===== config.mk =====
export PLATFORM = sky130hd
export DESIGN_NAME = debounce_pulse
export DESIGN_NICKNAME = d
export VERILOG_FILES = /design/src/rtl/debounce_pkg.sv /design/src/rtl/debounce_pulse_sincronizador.sv /design/src/rtl/debounce_pulse.sv
export SDC_FILE = /design/constraint.sdc
export NUM_CORES = 1
export LEC_CHECK = 0
export CAP_MARGIN = 20
export CORE_AREA = 3 3 40 42
export CTS_BUF_LIST = sky130_fd_sc_hd__clkbuf_8
export DETAILED_ROUTE_END_ITERATION = 16
export DIE_AREA = 0 0 43 45
export GPL_TIMING_DRIVEN = 0
export PLACE_DENSITY_LB_ADDON = 0.2
export SETUP_SLACK_MARGIN = 0.4
export SLEW_MARGIN = 10
export SYNTH_ARGS = -nofsm -noshare
export SYNTH_HDL_FRONTEND = slang
export SYNTH_SLANG_ARGS = --single-unit

===== constraint.sdc =====
create_clock -name clk -period 1.7 [get_ports clk]
set_input_delay 0.425 -clock clk [delete_from_list [all_inputs] [get_ports clk]]
set_output_delay 0.425 -clock clk [all_outputs]
set_load 0.01 [all_outputs]

===== src/rtl/debounce_pkg.sv =====
// debounce_pkg: shared state encoding and edge-select constants for debounce_pulse.
package debounce_pkg;
    localparam logic [1:0] ST_IDLE_LO = 2'd0;
    localparam logic [1:0] ST_WAIT_HI = 2'd1;
    localparam logic [1:0] ST_IDLE_HI = 2'd2;
    localparam logic [1:0] ST_WAIT_LO = 2'd3;
    localparam int EDGE_RISE = 0;
    localparam int EDGE_FALL = 1;
    localparam int EDGE_BOTH = 2;
endpackage


===== src/rtl/debounce_pulse_sincronizador.sv =====
// sincronizador: multi-flop synchronizer bringing an async input into the clk domain.
module sincronizador #(
    parameter int SYNC_STAGES = 2
) (
    input  logic clk,
    input  logic rst,
    input  logic d,
    output logic q
);
    logic [SYNC_STAGES-1:0] sync_q;
    always_ff @(posedge clk or posedge rst) begin
        if (rst) sync_q <= '0;
        else     sync_q <= {sync_q[SYNC_STAGES-2:0], d};
    end
    assign q = sync_q[SYNC_STAGES-1];
endmodule


===== src/rtl/debounce_pulse.sv =====
// debounce_pulse: synchronizes and debounces a raw input into a clean level plus a one-cycle event pulse.
module debounce_pulse
    import debounce_pkg::*;
#(
    parameter int SYNC_STAGES = 2,
    parameter int DB_CYCLES   = 4,
    parameter int EDGE        = 0
) (
    input  logic clk,
    input  logic rst,
    input  logic ena,
    input  logic din,
    output logic level,
    output logic pulse,
    output logic busy
);
    localparam int CW = $clog2(DB_CYCLES + 1);
    logic          s;
    logic [1:0]    state_q, state_d;
    logic [CW-1:0] cnt_q, cnt_d, cnt_inc;
    logic          pulse_q, pulse_d;
    logic          hit, done, match;
    sincronizador #(.SYNC_STAGES(SYNC_STAGES)) u_sync (
        .clk(clk),
        .rst(rst),
        .d  (din),
        .q  (s)
    );
    always_ff @(posedge clk or posedge rst) begin
        if (rst) begin
            state_q <= ST_IDLE_LO;
            cnt_q   <= '0;
            pulse_q <= 1'b0;
        end else begin
            state_q <= state_d;
            cnt_q   <= cnt_d;
            pulse_q <= pulse_d;
        end
    end
    // state bit 1 is the accepted level, bit 0 marks a WAIT state; the target is the opposite level
    always_comb begin
        cnt_inc = cnt_q + CW'(1);
        hit     = ena && (s != state_q[1]);
        done    = hit && (state_q[0] ? (cnt_inc == CW'(DB_CYCLES)) : (DB_CYCLES == 1));
        state_d = done ? {~state_q[1], 1'b0} : {state_q[1], hit};
        cnt_d   = (hit && !done) ? cnt_inc : '0;
        match   = (EDGE == EDGE_RISE) ? done && !state_q[1] :
                  (EDGE == EDGE_FALL) ? done &&  state_q[1] : done;
        pulse_d = match && !pulse_q;
    end
    always_comb begin
        level = (state_q == ST_IDLE_HI) || (state_q == ST_WAIT_LO);
        busy  = (state_q == ST_WAIT_HI) || (state_q == ST_WAIT_LO);
        pulse = pulse_q;
    end
endmodule

==> results.py <==
metrics = {
    "setup_path": {
        "reg2reg_to": "state_q[1]$_DFFE_PP0P_",
        "cp-start-kind": "register",
        "reg2reg_depth": 4,
        "crit_type": "register to register",
        "crit_path_end_kind": "register",
        "r2r_start": "cnt_q[0]$_DFF_PP0_",
        "cp_common_cell": "ha_2",
        "cp.required_ps": 1810,
        "slowest_delay_ps": 370,
        "crit_arrival_ps": 1360,
        "rrSetupSlack_ps": 450,
        "cp_slowest_cell": "dfrtp_1",
        "crit_chain": "ha_2 -> ha_2 -> nand3_2 -> mux2_2",
        "cp_max_fo": 2,
    },
    "sta": {
        "relSlewSlack_pct": 77.59,
        "rsz0062_at_grt": "no",
        "final.setup.tns_ps": 0,
        "slew_viol_final": 0,
        "whs_ps": 341.3,
        "fin_skew_ps": 3.581,
        "post-route-period-util_pct": 73.63,
        "post-route-min-period_ps": 1252,
        "setup_viol": 0,
        "worst_slew_pin_slew_ps": 333.7,
        "max_freq_mhz": 798.9,
        "hold_viol": 0,
    },
    "layout": {
        "n_fill_cell": 138,
        "drive_above_1_share_pct": 35.29,
        "area_growth_pct": 44.26,
        "antenna_cells": 0,
        "final_area_um2": 440.4,
        "final-seq-area_um2": 200.2,
        "multiInputGateArea_um2": 100.1,
        "nets": 42,
    },
    "detailed_routing": {
        "vias": 197,
        "dr.pass1.iters": 1,
        "routed_via_density": 4.020,
        "wire_per_inst_um": 10.33,
        "drt-total-wl_um": 506,
        "drc": 0,
        "dr.first_iter.drc_count": 0,
        "ant_nets": 0,
    },
    "pwr": {
        "ir_drop_uv": 510.9,
        "p_per_area_nw_per_um2": 1040,
        "clock_power_share_pct": 48.9,
        "seqPwrFrac_pct": 44.1,
        "intPower_uw": 369.0,
        "leakagePower_nw": 0.2031,
        "p_comb_share_pct": 7.1,
        "p_sw_uw": 88.90,
        "sw_frac_of_total_pct": 19.42,
    },
    "logic_synthesis": {
        "yosysTopAreaCell": "dfrtp_1",
        "yosysTopAreaCellShare_pct": 65.57,
        "synth_ff_type": "dfrtp_1",
        "ys_types": 12,
        "netlist_area_um2": 305.3,
        "yosysMostFrequentCell": "dfrtp_1",
        "synth_nets": 29,
        "yosys-top-cells-count": "dfrtp_1 (8), clkbuf_1 (2), ha_1 (2), inv_1 (2), nor3_1 (2)",
        "seq_area_frac_synth_pct": 65.57,
        "postSynthAreaPerCell_um2": 13.27,
        "synth_edf_count": 0,
        "synth_area_leaders": "dfrtp_1 (66%), ha_1 (8.2%), mux2_2 (3.7%)",
        "synthCells": 23,
        "async_flop_share_pct": 100.0,
        "ys_seq_elements": 8,
        "synth_warnings": 0,
    },
    "worst_hold_path": {
        "min_to": "u_sync.sync_q[1]$_DFF_PP0_",
        "hold_path.class": "register to register",
        "hp-start": "u_sync.sync_q[0]$_DFF_PP0_",
        "holdPathStages": 0,
    },
    "placement": {
        "placed_area_um2": 384.1,
        "gp_congestion": 0.6561,
        "port_buffers": 6,
    },
    "clock_tree": {
        "root_buffer": "clkbuf_8",
        "cts_tree": "yes",
        "htreeDepth": 1,
        "numCtsBuffers": 3,
        "clk_latency_ps": 230,
        "postCtsHoldBufs": 0,
        "path_clk_slew_ps": 40,
        "clk_path_buf_depth": 2,
        "clock-sinks": 8,
    },
    "floorplanning": {
        "ioPinCount": 7,
        "start_util_pct": 23.76,
        "fp.dieW_um": 43,
        "dieArea_um2": 1935,
        "rows": 13,
        "core_um2": 1285,
        "die_y_um": 45,
    },
    "grt": {
        "gr-total-overflow": 0,
        "grt.total_usage_pct": 6.891,
        "grt_pass1_wl_um": 897,
        "grt_max_degree": 9,
        "antenna_found_initial": 0,
        "grt_pass1_vias": 223,
    },
    "status": {
        "status": "finished, final reports clean",
    },
    "flow_run": {
        "maxCapViolations": 0,
    },
}
-- repair_timing --
| action | CTS | global route |
|---|---|---|
| buffers inserted | 2 | 0 |
| endpoints found under the setup margin | 4 | 1 |
| gates resized for setup | 12 | 1 |
| gates cloned | 0 | 0 |
-- sequential cells by signal (all words and copies together) (netlist names) --
signal	cells
u_sync.sync_q	2
pulse	1
cnt_q	3
state_q	2
-- layout by cell type, fill, tap and decap left out, drive strengths merged --
cell type and instances:
mux2 1, nor3b 1, dfrtp 8, nor3 2
inv 2, clkdlybuf4s50 3, ha 2, nor4b 1
clkdlybuf4s15 1, nor2 1, nand3 1, buf 4
clkbuf 5, a21bo 1, xnor2 1
-- worst max path at each step --
stage	startpoint	to	slack [ps]	cells after the start
6_report	cnt_q[0]$_DFF_PP0_	state_q[1]$_DFFE_PP0P_	450	4
5_1_grt	cnt_q[0]$_DFF_PP0_	state_q[1]$_DFFE_PP0P_	400	4
4_1_cts	cnt_q[0]$_DFF_PP0_	state_q[1]$_DFFE_PP0P_	410	4
3_5_place_dp	ena	state_q[1]$_DFFE_PP0P_	270	3
3_3_place_gp	state_q[1]$_DFFE_PP0P_	level	280	2
2_1_floorplan	cnt_q[0]$_DFF_PP0_	state_q[1]$_DFFE_PP0P_	440	4
-- area by class of cell --
class | count | area share [%]
Sequential cell | 8 | 45.45
Multi-Input combinational cell | 11 | 22.73
Timing Repair Buffer | 8 | 14.77
Clock buffer | 3 | 9.375
Tap cell | 15 | 4.261
Buffer | 2 | 1.705
Inverter | 2 | 1.705
-- worst max-delay path, delay by kind of cell (launching register included) --
kind	cells	cell delay, ps
fa+ha+maj	2	370
flops	1	370
mux	1	330
simple gates	1	70
-- stage by stage --
stage                     power [mW]  std cells  utilization [%]  setup slack (ps)
after floorplan               0.2199         23                -             438.4
after global placement        0.2340         44            29.89             276.5
after detailed placement      0.2352         44            29.89             265.7
after CTS                     0.4628         49            34.08             407.6
after global routing          0.4818         49            34.27             398.6
final                         0.4579         49            34.27             448.2
-- logic make-up (layout without fill, tap and decap cells) --
| group | after synthesis | after routing | share of synthesized area [%] |
|---|---|---|---|
| compound gates | 1 | 1 | 3.279 |
| fa+ha+maj | 2 | 2 | 8.195 |
| flops | 8 | 8 | 65.57 |
| xor+xnor | 1 | 1 | 2.869 |
| buf+inv | 4 | 15 | 4.920 |
| simple gates | 6 | 6 | 11.47 |
| mux | 1 | 1 | 3.688 |
-- power by group through the flow --
stage | sequential, mW | clock [mW] | combinational (mW)
after floorplan | 0.204 | 0 | 0.0158
after global placement | 0.205 | 0 | 0.0294
after detailed placement | 0.205 | 0 | 0.0302
after CTS | 0.202 | 0.228 | 0.0328
after global routing | 0.202 | 0.242 | 0.0374
final | 0.202 | 0.224 | 0.0324
-- layer usage --
layer,global-route usage (%),vias up,part of all wire (%)
met1,7.426,91,42
met5,0,-,0
li1,-,98,-
met3,5.976,0,11
met2,9.281,8,47
met4,3.614,0,0
No activity file was read; power rests on OpenSTA's default activity.
